File: src/rtl/wb_pkg.sv
// Shared definitions for the Wishbone classic initiator.
// Holds the controller state encoding, default widths and a select-width helper.
package wb_pkg;

    localparam int AW_DEF = 32;
    localparam int DW_DEF = 32;

    typedef enum logic [1:0] {
        ST_IDLE = 2'd0,
        ST_BUS  = 2'd1,
        ST_RESP = 2'd2
    } wb_state_e;

    function automatic int sel_width(input int dw);
        return dw / 8;
    endfunction

endpackage

File: src/rtl/wb_timeout_cnt.sv
// Clear/enable saturating cycle counter with a terminal-count flag.
// Ports: clk_i, rst_ni (async low), clr_i, en_i, tc_o (count == TIMEOUT-1).
module wb_timeout_cnt #(
    parameter int TIMEOUT = 255
) (
    input  logic clk_i,
    input  logic rst_ni,
    input  logic clr_i,
    input  logic en_i,
    output logic tc_o
);

    localparam int CW = $clog2(TIMEOUT + 1);
    localparam logic [CW-1:0] LAST = CW'(TIMEOUT - 1);
    localparam logic [CW-1:0] MAX  = CW'(TIMEOUT);

    logic [CW-1:0] cnt_q;
    logic [CW-1:0] cnt_d;

    // Stops at TIMEOUT so a stalled enable can never wrap back to zero.
    always_comb begin
        cnt_d = cnt_q;
        if (clr_i) begin
            cnt_d = '0;
        end else if (en_i && (cnt_q != MAX)) begin
            cnt_d = cnt_q + CW'(1);
        end
    end

    always_ff @(posedge clk_i or negedge rst_ni) begin
        if (!rst_ni) begin
            cnt_q <= '0;
        end else begin
            cnt_q <= cnt_d;
        end
    end

    assign tc_o = (cnt_q == LAST);

endmodule

File: src/rtl/wb_master_ctrl.sv
// Wishbone B4 classic initiator: one command in, one bus cycle, one response out.
// Ports: cmd_* request port, rsp_* response port, wbm_* bus side, busy status.
module wb_master_ctrl
    import wb_pkg::*;
#(
    parameter int AW      = AW_DEF,
    parameter int DW      = DW_DEF,
    parameter int TIMEOUT = 255
) (
    input  logic                    wb_clk_i,
    input  logic                    wb_rst_n_i,
    input  logic                    cmd_valid,
    output logic                    cmd_ready,
    input  logic                    cmd_we,
    input  logic [AW-1:0]           cmd_adr,
    input  logic [DW-1:0]           cmd_dat,
    input  logic [sel_width(DW)-1:0] cmd_sel,
    output logic                    rsp_valid,
    input  logic                    rsp_ready,
    output logic [DW-1:0]           rsp_dat,
    output logic                    rsp_err,
    output logic                    wbm_cyc_o,
    output logic                    wbm_stb_o,
    output logic                    wbm_we_o,
    output logic [sel_width(DW)-1:0] wbm_sel_o,
    output logic [AW-1:0]           wbm_adr_o,
    output logic [DW-1:0]           wbm_dat_o,
    input  logic                    wbm_ack_i,
    input  logic [DW-1:0]           wbm_dat_i,
    output logic                    busy
);

    localparam int SW = sel_width(DW);

    wb_state_e     state_q, state_d;
    logic          cyc_q, cyc_d;
    logic          we_q, we_d;
    logic [SW-1:0] sel_q, sel_d;
    logic [AW-1:0] adr_q, adr_d;
    logic [DW-1:0] dat_q, dat_d;
    logic          rsp_valid_q, rsp_valid_d;
    logic          rsp_err_q, rsp_err_d;
    logic [DW-1:0] rsp_dat_q, rsp_dat_d;
    logic          busy_q, busy_d;
    logic          tmo_tc;

    wb_timeout_cnt #(
        .TIMEOUT (TIMEOUT)
    ) u_tmo (
        .clk_i  (wb_clk_i),
        .rst_ni (wb_rst_n_i),
        .clr_i  (state_q == ST_IDLE),
        .en_i   (state_q == ST_BUS),
        .tc_o   (tmo_tc)
    );

    always_comb begin
        state_d     = state_q;
        cyc_d       = cyc_q;
        we_d        = we_q;
        sel_d       = sel_q;
        adr_d       = adr_q;
        dat_d       = dat_q;
        rsp_valid_d = rsp_valid_q;
        rsp_err_d   = rsp_err_q;
        rsp_dat_d   = rsp_dat_q;
        unique case (state_q)
            ST_IDLE: begin
                if (cmd_valid) begin
                    state_d = ST_BUS;
                    cyc_d   = 1'b1;
                    we_d    = cmd_we;
                    sel_d   = cmd_sel;
                    adr_d   = cmd_adr;
                    dat_d   = cmd_dat;
                end
            end
            ST_BUS: begin
                // Ack is checked first so a late ack on the last
                // allowed cycle still completes normally.
                if (wbm_ack_i) begin
                    state_d     = ST_RESP;
                    cyc_d       = 1'b0;
                    rsp_valid_d = 1'b1;
                    rsp_err_d   = 1'b0;
                    rsp_dat_d   = we_q ? '0 : wbm_dat_i;
                end else if (tmo_tc) begin
                    state_d     = ST_RESP;
                    cyc_d       = 1'b0;
                    rsp_valid_d = 1'b1;
                    rsp_err_d   = 1'b1;
                    rsp_dat_d   = '0;
                end
            end
            ST_RESP: begin
                if (rsp_ready) begin
                    state_d     = ST_IDLE;
                    rsp_valid_d = 1'b0;
                    rsp_err_d   = 1'b0;
                    rsp_dat_d   = '0;
                end
            end
            default: begin
                state_d = ST_IDLE;
                cyc_d   = 1'b0;
            end
        endcase
        busy_d = (state_d != ST_IDLE);
    end

    always_ff @(posedge wb_clk_i or negedge wb_rst_n_i) begin
        if (!wb_rst_n_i) begin
            state_q     <= ST_IDLE;
            cyc_q       <= 1'b0;
            we_q        <= 1'b0;
            sel_q       <= '0;
            adr_q       <= '0;
            dat_q       <= '0;
            rsp_valid_q <= 1'b0;
            rsp_err_q   <= 1'b0;
            rsp_dat_q   <= '0;
            busy_q      <= 1'b0;
        end else begin
            state_q     <= state_d;
            cyc_q       <= cyc_d;
            we_q        <= we_d;
            sel_q       <= sel_d;
            adr_q       <= adr_d;
            dat_q       <= dat_d;
            rsp_valid_q <= rsp_valid_d;
            rsp_err_q   <= rsp_err_d;
            rsp_dat_q   <= rsp_dat_d;
            busy_q      <= busy_d;
        end
    end

    assign cmd_ready = (state_q == ST_IDLE);
    assign rsp_valid = rsp_valid_q;
    assign rsp_err   = rsp_err_q;
    assign rsp_dat   = rsp_dat_q;
    // Classic non-pipelined: strobe is asserted for the whole cycle.
    assign wbm_cyc_o = cyc_q;
    assign wbm_stb_o = cyc_q;
    assign wbm_we_o  = we_q;
    assign wbm_sel_o = sel_q;
    assign wbm_adr_o = adr_q;
    assign wbm_dat_o = dat_q;
    assign busy      = busy_q;

endmodule

File: config.mk
export PLATFORM = sky130hd
export DESIGN_NAME = wb_master_ctrl
export DESIGN_NICKNAME = d
export VERILOG_FILES = /design/src/rtl/wb_pkg.sv /design/src/rtl/wb_timeout_cnt.sv /design/src/rtl/wb_master_ctrl.sv
export SDC_FILE = /design/constraint.sdc
export NUM_CORES = 1
export LEC_CHECK = 0
export CAP_MARGIN = 20
export CORE_MARGIN = 10
export CORE_UTILIZATION = 35
export CTS_BUF_LIST = sky130_fd_sc_hd__clkbuf_8
export DETAILED_ROUTE_END_ITERATION = 12
export GPL_ROUTABILITY_DRIVEN = 0
export PLACE_DENSITY = 0.77
export SETUP_SLACK_MARGIN = 0.4
export SYNTH_ARGS = -nofsm -noshare
export SYNTH_HDL_FRONTEND = slang
export SYNTH_SLANG_ARGS = --single-unit
File: constraint.sdc
create_clock -name wb_clk_i -period 3.1 [get_ports wb_clk_i]
set_clock_uncertainty 0.15 [all_clocks]
set_input_delay 0.62 -clock wb_clk_i [delete_from_list [all_inputs] [get_ports wb_clk_i]]
set_output_delay 0.62 -clock wb_clk_i [all_outputs]
set_load 0.02 [all_outputs]
---- After elaboration in Yosys (flattened, before gate mapping) ----
Index checks and enable logic that the tools add are counted.
operators by class
  mux-type cells .......................... 22
  bitwise gates (word level) .............. 1
  $add $sub $neg .......................... 1
  eq/ne operators ......................... 7
  reductions and logical operators ........ 8
operators with widths
  kind                 number
  $mux 32              4
  $pmux 32 s2          1
  $mux 8               2
  $add 8x1->8 const B  1
  $eq 8x8->1 const B   1
  $mux 2               4
  $ne 8x8->1 const B   1
  $mux 1               7
  $pmux 2 s3           1
  $reduce_and 3->1     2
  $reduce_bool 2->1    3
  $ne 2x2->1 const B   2
  $pmux 1 s2           2
  $ne 3x3->1 const B   1
  $pmux 1 s3           1
  $eq 2x1->1 const B   1
  $eq 2x2->1 const B   1
  $logic_not 2->1      1
  $reduce_and 2->1     1
  $logic_and 1x1->1    1
  $not 1->1            1
word-level totals
  bits of input ports ..................... 106
  logic and storage cells ................. 50
  output and inout port bits .............. 107
  register bits ........................... 115

---- Longest topological paths before layout ----
  depth in word-level cells ............... 5
  gate-level depth with buffers ........... 6

---- By module ----
Synthesis repeated with hierarchy kept, for this count alone.
second synthesis, totals
  cells, all modules ...................... 300
  area total of the unflattened synthesis .. 4892.2 µm²
by module, submodules not included
  module          cells each  times used  area each (µm²)
  wb_master_ctrl  248         1           4384.2
  wb_timeout_cnt  52          1           508.0

---- Worst setup path before layout ----
OpenSTA, ideal clock, no wires.
  path type ............................... reg-to-reg
  start point ............................. reg state_q[0]
  end point ............................... reg adr_q[0], in the netlist wbm_adr_o[0]
  setup slack ............................. 1.220 ns
  stages on the path, launching flop included .. 6
  data arrival time ....................... 1.605 ns
  setup time .............................. 0.125 ns
  cells stage by stage .................... dfrtp_1 nor2_1 and2_1 buf_2 buf_2 mux2_2
on the way
  word-level cells in the longest chain between the ends .. 2
RTL lines
  element                     RTL line               text
  start, declared             wb_master_ctrl.sv:35   wb_state_e state_q, state_d;
  start signal, assigned      wb_master_ctrl.sv:124  state_q <= state_d;
  $logic_not 2->1             --
  net cmd_ready               wb_master_ctrl.sv:13   output logic cmd_ready,
  $reduce_and 2->1 (no line)  --
  end signal, assigned        wb_master_ctrl.sv:128  adr_q <= adr_d;
  end, declared               wb_master_ctrl.sv:39   logic [AW-1:0] adr_q, adr_d;
The timed path passes the listed nets, and every way through them passes these cells.
A chain may end at the register's enable or synchronous reset.

---- Final worst setup path ----
  start point ............................. reg state_q[1]
  end point ............................... out cmd_ready
on the way
  word-level cells in the longest chain between the ends .. 1
RTL lines
  element          RTL line               text
  $logic_not 2->1  wb_master_ctrl.sv:137  assign cmd_ready = (state_q == ST_IDLE);
  end, declared    wb_master_ctrl.sv:13
No other way between the ends.

==> reports/results.tsv <==
metric	value	unit
Synth Instances	296	
top_reg_cell synth	dfrtp_1	
Pleak	2.986	nW
Die W	133.0	um
Finished Core Util	56.48	%
site row count	41	
combinational power share	48.1	%
Yosys warning count	0	
Synth area leaders	dfrtp_1, mux2_2, a22o_1	
chip height	133.0	um
Area after DPL	6749	um^2
Nets	623	
final worst slack	0.5546	ns
Cell Count Post-Placement	668	
critical path's slowest cell	clkdlybuf4s50_1	
Syn Area/Cell	15.09	um^2
Clock transition at path regs	0.07	ns
Crit Path Max Fanout	11	
drt via density	4.722	
HP Class	primary input to asynchronous set/reset pin	
startpoint types	flip-flop	
DRT Wirelength	13320	um
first-pass GRT wire length	21210	um
wire length per cell	19.08	um
status	complete, no violations	
Vias	3296	
Fin Setup TNS	0	ns
io pins	213	
GRT Total Usage	15.29	%
post-CTS setup repair buffer count	0	
Congestion Overflow GR	0	
CP max stage delay	0.63	ns
sequential share of power	34.9	%
FILL cells	1042	
drt pass-1 iters	5	
worst vdd ir	419.9	uV
share of layout cells above drive strength 1	21.86	%
Initial Util	35.55	%
post-synth top area cell	dfrtp_1	
root buf cell	clkbuf_8	
largest net degree at the start of global routing	60	
vias in the first global route	3778	
max_cap viols	0	
Total Power	7.206	mW
post-CTS sizing	0	
worst-margin pin slew	0.6297	ns
NetSw	2.587	mW
ordered list of cells on the worst path	nor2_2 > clkdlybuf4s50_1	
final setup violating endpoints	0	
unrepaired setup endpoints after global routing	false	
Post-Layout Cell Count	698	
final antenna-violating net count	0	
register bit count reported by yosys	115	
Final Cell Area	7098	um^2
Clock Sinks	115	
Num CTS Buffers	17	
hold buffers post-CTS	0	
max-slew violation count	0	
HPWL Detailed	10140	um
Setup CP Type	flip-flop to output port	
sw frac	35.90	%
CP Capture Type	output port	
drt drc	0	
drt first-iter violations	182	
Seq. cell area	2879	um^2
CTS max path bufs	2	
Setup Slack @ Placement	0.5765	ns
syn_nets	404	
clock share of power	17.0	%
synth cell count leaders	dfrtp_1, mux2_2, a22o_1	
synthesis-to-finish area growth	58.86	%
CTS tree	yes	
multi-input combinational cell area	1458	um^2
Clock Latency Late Sink	0.43	ns
H-Tree Depth	4	
Pint	4.619	mW
area share of the largest cell type after synthesis	64.41	%
sequential share of the synthesized area	64.41	%
hold slack	0.05822	ns
synth unique cells	39	
Final period util	82.11	%
Pwr Density	1015	nW/um^2
Post-Syn Area	4468	um^2
Die ar.	17690	um^2
fmax	392.9	MHz
post-route minimum period	2.545	ns
count leader, synth	dfrtp_1	
crit path DAT	1.78	ns
Synth async-reset ratio	100.0	%
antenna violations before repair	0	
Fin. Hold Viols	0	
Slew HR	58.02	%
Post-synth EDFFs	0	
Diodes inserted	0	
required time worst endpoint	2.33	ns
core outline area	12570	um^2
count of input and output buffers	212	
==> per-layer routing <==
layer  track usage [%]  up-vias  wire length [um]
met2             25.48      140              6831
met4             5.868        0               242
li1                  -     1521                 -
met5                 0        -                 0
met1             16.61     1617              5081
met3             7.002       18              1162
==> cell type report <==
cell class / count / share of cell area, %
inverters: 5 / 0.2644
clock buffers: 20 / 3.878
flip-flops and latches: 115 / 40.56
well taps: 172 / 3.032
repair buffers: 217 / 30.74
multi-input cells: 159 / 20.54
clock inverters: 10 / 0.9871
==> cell families (layout without fill, tap and decap cells) <==
family | after synthesis | in the layout | share of synthesized area, %
and+or+nand+nor | 31 | 31 | 3.949
buffers and inverters | 22 | 252 | 3.192
AOI/OAI and AO/OA | 56 | 56 | 10.28
DFF | 115 | 115 | 64.41
adders and majority gates | 2 | 2 | 0.5600
muxes | 70 | 70 | 17.61
==> critical path: cells and delay by family (launching register included) <==
family,cells,cell delay (ns)
buffers and inverters,1,0.63
and+or+nand+nor,1,0.20
DFF,1,0.51
==> cell usage in the layout, fill, tap and decap left out, types with 2 or more instances in the layout <==
cell and n:
clkdlybuf4s50_1 211, dfrtp_1 114, mux2_2 69, a22o_1 30, clkbuf_8 20, inv_1 8, nand2_1 7, nor2_1 6
a21oi_1 6, o21ai_0 5, clkinv_2 5, buf_4 4, nand3_1 3, a31oi_1 3, and2_2 2, or3_1 2
a22o_2 2, nand4_1 2, o221ai_1 2, ha_1 2, buf_12 2
==> power by group through the flow <==
stage | combinational, mW | sequential (mW) | clock [mW]
after floorplan | 1.11 | 3.22 | 0
after global placement | 3.45 | 2.51 | 0
after detailed placement | 3.52 | 2.54 | 0
after CTS | 3.53 | 2.52 | 1.27
after global routing | 3.66 | 2.61 | 1.35
final | 3.47 | 2.52 | 1.22
==> sequential cells by signal, summed over array words and instances, names as in the netlist, 2 cells and up <==
name	flops
state_q	2
wbm_dat_o	32
u_tmo.cnt_q	8
wbm_sel_o	4
rsp_dat	32
wbm_adr_o	32
==> final timing paths <==
path                       slack, ns  depth (start not counted)           from       endpoint
max                             0.55                          2     state_q[1]      cmd_ready
min                             0.06                          1     wb_rst_n_i   wbm_adr_o[9]
max reg2reg                     0.98                          4     state_q[1]  wbm_dat_o[28]
min reg2reg                     0.35                          1  wbm_dat_o[18]  wbm_dat_o[18]
max in group asynchronous       1.97                          2     wb_rst_n_i  wbm_adr_o[29]
min in group wb_clk_i           0.35                          1  wbm_dat_o[18]  wbm_dat_o[18]
(Power assumes the default switching activity.)
